**src/rtl/mul_div_seq.sv**
```systemverilog
// mul_div_seq: iterative radix-2 multiply/divide unit with a start/busy/done handshake.
// UMUL/SMUL use LSB-first shift-add over WIDTH cycles. UDIV/SDIV use MSB-first
// restoring shift-subtract over WIDTH cycles. One FIXUP cycle then applies the
// result signs.
// Build option MDU_DIV_EN: when defined, the divider datapath is present. When it is
// undefined, divide ops go straight to DONE with zero results.
module mul_div_seq #(
    parameter int WIDTH = 32
) (
    input  logic             clk,
    input  logic             reset,
    input  logic             start,
    input  logic [1:0]       op,
    input  logic [WIDTH-1:0] a,
    input  logic [WIDTH-1:0] b,
    output logic             busy,
    output logic             done,
    output logic [WIDTH-1:0] result_lo,
    output logic [WIDTH-1:0] result_hi,
    output logic             div_by_zero
);
    localparam int            CW         = (WIDTH > 1) ? $clog2(WIDTH) : 1;
    localparam logic [CW-1:0] LAST_COUNT = CW'(WIDTH - 1);

    typedef enum logic [1:0] {
        IDLE  = 2'd0,
        CALC  = 2'd1,
        FIXUP = 2'd2,
        DONE  = 2'd3
    } state_t;

    state_t           state_reg, state_next;
    logic [CW-1:0]    count_reg;
    logic [WIDTH-1:0] acc_hi_reg;      // product high half / partial remainder
    logic [WIDTH-1:0] acc_lo_reg;      // multiplier bits / dividend bits -> quotient
    logic [WIDTH-1:0] opnd_reg;        // |multiplicand| or |divisor|
    logic             neg_lo_reg;      // negate product, or negate quotient
    logic [WIDTH-1:0] result_lo_reg;
    logic [WIDTH-1:0] result_hi_reg;
    logic             div_by_zero_reg;
`ifdef MDU_DIV_EN
    logic             is_div_reg;      // latched op[1]; selects the CALC step
    logic             neg_hi_reg;      // remainder follows the dividend sign
    logic [WIDTH-1:0] a_orig_reg;      // returned as remainder on divide by zero
`endif

    // Signed ops work on magnitudes. |MIN| still fits in WIDTH unsigned bits.
    logic             sign_a, sign_b;
    logic [WIDTH-1:0] mag_a, mag_b;
    assign sign_a = op[0] & a[WIDTH-1];
    assign sign_b = op[0] & b[WIDTH-1];
    assign mag_a  = sign_a ? -a : a;
    assign mag_b  = sign_b ? -b : b;

    // Shift-add step: conditionally add the multiplicand, then shift {hi,lo} right.
    logic [WIDTH:0] mul_sum;
    assign mul_sum = {1'b0, acc_hi_reg} + (acc_lo_reg[0] ? {1'b0, opnd_reg} : {(WIDTH + 1){1'b0}});

    // The product is negated as one 2*WIDTH quantity so the high half is sign-correct.
    logic [2*WIDTH-1:0] product, product_fix;
    assign product     = {acc_hi_reg, acc_lo_reg};
    assign product_fix = neg_lo_reg ? -product : product;

`ifdef MDU_DIV_EN
    // Restoring step: bring in the next dividend bit and try to subtract the divisor.
    // Bit WIDTH of the difference is the borrow, because the remainder is always below the divisor.
    logic [WIDTH:0] div_shift, div_diff;
    logic           div_fits;
    assign div_shift = {acc_hi_reg, acc_lo_reg[WIDTH-1]};
    assign div_diff  = div_shift - {1'b0, opnd_reg};
    assign div_fits  = ~div_diff[WIDTH];
`endif

    // State register; reset aborts any operation in flight.
    always_ff @(posedge clk or posedge reset) begin
        if (reset) begin
            state_reg <= IDLE;
        end else begin
            state_reg <= state_next;
        end
    end

    // Next-state and handshake outputs; start is only looked at when not busy.
    always_comb begin
        state_next = state_reg;
        busy       = 1'b0;
        done       = 1'b0;
        case (state_reg)
            IDLE, DONE: begin
                done = (state_reg == DONE);
                if (start) begin
`ifdef MDU_DIV_EN
                    state_next = CALC;
`else
                    state_next = op[1] ? DONE : CALC;
`endif
                end else begin
                    state_next = IDLE;
                end
            end
            CALC: begin
                busy = 1'b1;
                if (count_reg == LAST_COUNT) begin
                    state_next = FIXUP;
                end
            end
            FIXUP: begin
                busy       = 1'b1;
                state_next = DONE;
            end
            default: state_next = IDLE;
        endcase
    end

    // Datapath: latch operands on acceptance, iterate in CALC, publish results in FIXUP.
    always_ff @(posedge clk or posedge reset) begin
        if (reset) begin
            count_reg       <= '0;
            acc_hi_reg      <= '0;
            acc_lo_reg      <= '0;
            opnd_reg        <= '0;
            neg_lo_reg      <= 1'b0;
            result_lo_reg   <= '0;
            result_hi_reg   <= '0;
            div_by_zero_reg <= 1'b0;
`ifdef MDU_DIV_EN
            is_div_reg      <= 1'b0;
            neg_hi_reg      <= 1'b0;
            a_orig_reg      <= '0;
`endif
        end else begin
            case (state_reg)
                IDLE, DONE: begin
                    if (start) begin
                        count_reg       <= '0;
                        acc_hi_reg      <= '0;
                        neg_lo_reg      <= sign_a ^ sign_b;
                        div_by_zero_reg <= 1'b0;
`ifdef MDU_DIV_EN
                        is_div_reg      <= op[1];
                        neg_hi_reg      <= op[1] & sign_a;
                        a_orig_reg      <= a;
                        acc_lo_reg      <= op[1] ? mag_a : mag_b;
                        opnd_reg        <= op[1] ? mag_b : mag_a;
`else
                        acc_lo_reg      <= mag_b;
                        opnd_reg        <= mag_a;
                        // Divide is absent: the op completes at once with zero results.
                        if (op[1]) begin
                            result_lo_reg <= '0;
                            result_hi_reg <= '0;
                        end
`endif
                    end
                end
                CALC: begin
                    count_reg <= count_reg + CW'(1);
`ifdef MDU_DIV_EN
                    if (is_div_reg) begin
                        acc_hi_reg <= div_fits ? div_diff[WIDTH-1:0] : div_shift[WIDTH-1:0];
                        acc_lo_reg <= {acc_lo_reg[WIDTH-2:0], div_fits};
                    end else begin
                        acc_hi_reg <= mul_sum[WIDTH:1];
                        acc_lo_reg <= {mul_sum[0], acc_lo_reg[WIDTH-1:1]};
                    end
`else
                    acc_hi_reg <= mul_sum[WIDTH:1];
                    acc_lo_reg <= {mul_sum[0], acc_lo_reg[WIDTH-1:1]};
`endif
                end
                FIXUP: begin
`ifdef MDU_DIV_EN
                    if (is_div_reg) begin
                        if (opnd_reg == '0) begin
                            result_lo_reg   <= '1;
                            result_hi_reg   <= a_orig_reg;
                            div_by_zero_reg <= 1'b1;
                        end else begin
                            result_lo_reg <= neg_lo_reg ? -acc_lo_reg : acc_lo_reg;
                            result_hi_reg <= neg_hi_reg ? -acc_hi_reg : acc_hi_reg;
                        end
                    end else begin
                        result_lo_reg <= product_fix[WIDTH-1:0];
                        result_hi_reg <= product_fix[2*WIDTH-1:WIDTH];
                    end
`else
                    result_lo_reg <= product_fix[WIDTH-1:0];
                    result_hi_reg <= product_fix[2*WIDTH-1:WIDTH];
`endif
                end
                default: ;
            endcase
        end
    end

    assign result_lo   = result_lo_reg;
    assign result_hi   = result_hi_reg;
    assign div_by_zero = div_by_zero_reg;

endmodule
```
**config.mk**
```make
export PLATFORM = sky130hd
export DESIGN_NAME = mul_div_seq
export DESIGN_NICKNAME = d
export VERILOG_FILES = /design/src/rtl/mul_div_seq.sv
export SDC_FILE = /design/constraint.sdc
export NUM_CORES = 1
export LEC_CHECK = 0
export BUFFER_PORTS_ARGS = -buffer_cell sky130_fd_sc_hd__buf_2
export CAP_MARGIN = 20
export CORE_MARGIN = 2
export CORE_UTILIZATION = 33
export CTS_CLUSTER_SIZE = 10
export DETAILED_ROUTE_END_ITERATION = 7
export GPL_ROUTABILITY_DRIVEN = 0
export GPL_TIMING_DRIVEN = 0
export HOLD_SLACK_MARGIN = 0.08
export PLACE_DENSITY = 0.6
export SLEW_MARGIN = 20
export SYNTH_ARGS = -nofsm -noshare
export SYNTH_HDL_FRONTEND = slang
export SYNTH_SLANG_ARGS = --single-unit
```
**constraint.sdc**
```tcl
create_clock -name clk -period 13.5 [get_ports clk]
set_input_delay 2.7 -clock clk [delete_from_list [all_inputs] [get_ports clk]]
set_output_delay 2.7 -clock clk [all_outputs]
set_load 0.005 [all_outputs]
```
==> results.yml <==
worst_setup_path:
  setup.worst_path.start_class: "input port"
  cp-end-kind: "flip-flop"
  crit_type: "input port to flip-flop"
  cpLargestDelayFamily: "simple AND/OR/NAND/NOR gates"
  crit_slowest_cell: "nor4b_1"
  critPathRequiredTime_ps: 13810
  critPathBufInv: 1
  slowest_delay_ps: 700
  worstPathArrival_ps: 5480
  worstPathCellList: "buf_2, or4_1, nor4_1, nor4b_1, nand2_1, o31ai_1, xor2_1, o21ai_1"
  cp_max_fo: 4
placement:
  dp_hpwl_um: 27600
  postPlaceCellArea_mm2: 0.0126
  portBuffers: 133
final_layout:
  antennaDiodeCount: 0
  fill_cells: 3451
  drive_above_1_share_pct: 12.8
  area_growth_pct: 16.2
  stdcell_area_mm2: 0.0131
  layout.nets: 1624
die:
  io_pins: 136
  fp.dieW_um: 189
  initial_core_util_pct: 33.6
  fp.dieArea_mm2: 0.0357
  dieHeight_um: 189
  fp-row-count: 67
  core_area_mm2: 0.0336
pwr:
  peakVddDrop_mv: 0.124
  power_density_mw_per_mm2: 205
  leakage_uw: 0.00570
synth:
  synthDistinctLibCells: 69
  yosysTopAreaCellShare_pct: 37.2
  syn_avg_cell_area_um2: 8.30
  synth_most_common_cell: "nand2_1"
  synth_top_area_cell: "dfrtp_1"
  ys_ff_latch: 168
  netlist_area_mm2: 0.0113
  synth-edff-count: 0
  yosysSeqAreaShare_pct: 37.2
  ys.flop_type: "dfrtp_1"
  synthTopCellsByCount: "nand2_1 (234), o21ai_0 (171), dfrtp_1 (168), xor2_1 (97), a21oi_1 (83)"
  async_reset_ff_share_pct: 100
  synthTopCellsByArea: "dfrtp_1 (37%), nand2_1 (7.8%), o21ai_0 (7.6%)"
  synthCells: 1361
  syn-num-nets: 1471
  yosysWarnings: 0
timing:
  fin_skew_ps: 9.99
  tns_ps: 0
  fmax_mhz: 193
  setup_viol: 0
  period_needed_ps: 5170
  finalHoldViolations: 0
  grt_setup_unrepaired: "no"
  slew_violations: 0
  tightest_slew_ps: 828
  fin_crit_sh_pct: 38.3
  whs_ps: 476
  max_slew_margin_pct: 44.1
routing:
  post_drt_via_cell_ratio: 5.31
  dr.pass1.iters: 7
  first_iter_violations: 749
  drc_errors: 1
  vias: 10500
  wl_um: 34500
  drt-wirelength-per-cell_um: 17.5
  antenna_left: 0
cts:
  cts-resized-gates: 0
  clk_pin_slew_ps: 60
  cts_buffers: 17
  postCtsSetupBuffers: 0
  cts_max_level: 4
  root_buffer: "clkbuf_16"
  postCtsHoldBufs: 0
  cts.path.max_buffers: 2
  cts_tree: "yes"
  insertion_delay_ps: 440
  cts.sinks: 168
global_routing:
  antenna_found_initial: 0
  grt_pass1_wl_um: 55000
  grt_max_degree: 105
  track_usage_pct: 19.3
  gr-total-overflow: 0
  grt_pass1_vias: 10200
status:
  status: "finished, violations left"
  violations: "design-rule violations"
min_path:
  hold_class: "flip-flop to flip-flop"
run:
  drv_cap: 0
-- cell type report --
type	instances	area (um2)	area share (%)
Clock inverter	12	116	0.886
Clock buffer	20	457	3.48
Sequential cell	168	4200	32.0
Inverter	22	90.1	0.686
Multi-Input combinational cell	1096	6710	51.1
Tap cell	448	561	4.27
Timing Repair Buffer	134	693	5.28
Buffer	75	294	2.24
-- logic make-up (layout without fill, tap and decap cells) --
kind of cell	count (synthesis)	after routing	synth area share (%)
DFF	168	168	37.2
muxes	10	10	0.897
and+or+nand+nor	488	488	20.7
buffers and inverters	97	263	3.33
other	1	1	0.0332
adders and majority gates	41	41	4.61
AOI/OAI and AO/OA	410	410	21.9
xor gates and xnor gates	146	146	11.3
-- power breakdown --
part	internal [uW]	switching (uW)
Combinational	460	840
Clock	267	220
Sequential	703	202
Total	1430	1260
-- path summary, 6_finish.rpt --
| path | start | end | slack [ps] | cells after the start |
|---|---|---|---|---|
| worst max-delay path | a[18] | opnd_reg[28]$_DFFE_PP0P_ | 8330 | 8 |
| worst max register to register | acc_lo_reg[0]$_DFFE_PP0P_ | acc_hi_reg[27]$_DFFE_PP0P_ | 9540 | 11 |
| min in group asynchronous | reset | result_hi[8]$_DFFE_PP0P_ | 2270 | 2 |
| worst min register to register | opnd_reg[0]$_DFFE_PP0P_ | opnd_reg[0]$_DFFE_PP0P_ | 480 | 2 |
| worst min-delay path | opnd_reg[0]$_DFFE_PP0P_ | opnd_reg[0]$_DFFE_PP0P_ | 480 | 2 |
| max in group asynchronous | reset | state_reg[0]$_DFFE_PP0P_ | 10340 | 3 |
-- metrics by stage --
step	cells	power [uW]	setup WS, ps	utilization [%]
2_1_floorplan	1361	1730	6250	-
3_3_place_gp	1942	2170	4280	37.2
3_5_place_dp	1943	2210	8020	37.3
4_1_cts	1975	2690	8460	39.1
5_1_grt	1975	2910	8240	39.1
6_report	1975	2690	8330	39.1
-- worst min-delay path, cell delays in order, from the launching register on --
cell	delay, ps
dfrtp_1	340
nand2_1	40
o21ai_0	60
-- cell usage in the layout, fill, tap and decap left out, types with 6 or more instances in the layout --
master and count:
o41ai_1 10, o21ai_1 33, buf_1 6, a21o_1 13, and2_1 36, o21ai_0 171, xor2_1 97, mux2i_1 9
nand3_1 27, or4_1 10, nand2b_1 9, clkbuf_16 17, nor2_1 63, ha_1 40, clkbuf_1 67, inv_1 21
o22ai_1 8, nor2b_1 7, nand2_1 234, buf_2 134, dfrtp_1 168, xnor2_1 49, nand4_1 14, and3_1 6
or3_1 24, nor4_1 13, nor3_1 20, a31oi_1 8, o31ai_1 34, a21oi_1 83
-- routing by layer --
layer | routed length (um) | GRT usage (%) | vias up
li1 | - | - | 5135
met1 | 16500 | 27.2 | 5020
met2 | 15700 | 30.8 | 297
met3 | 1670 | 2.63 | 44
met4 | 665 | 5.77 | 0
met5 | 0 | 0 | -
Power figures use the tool's default switching activity.
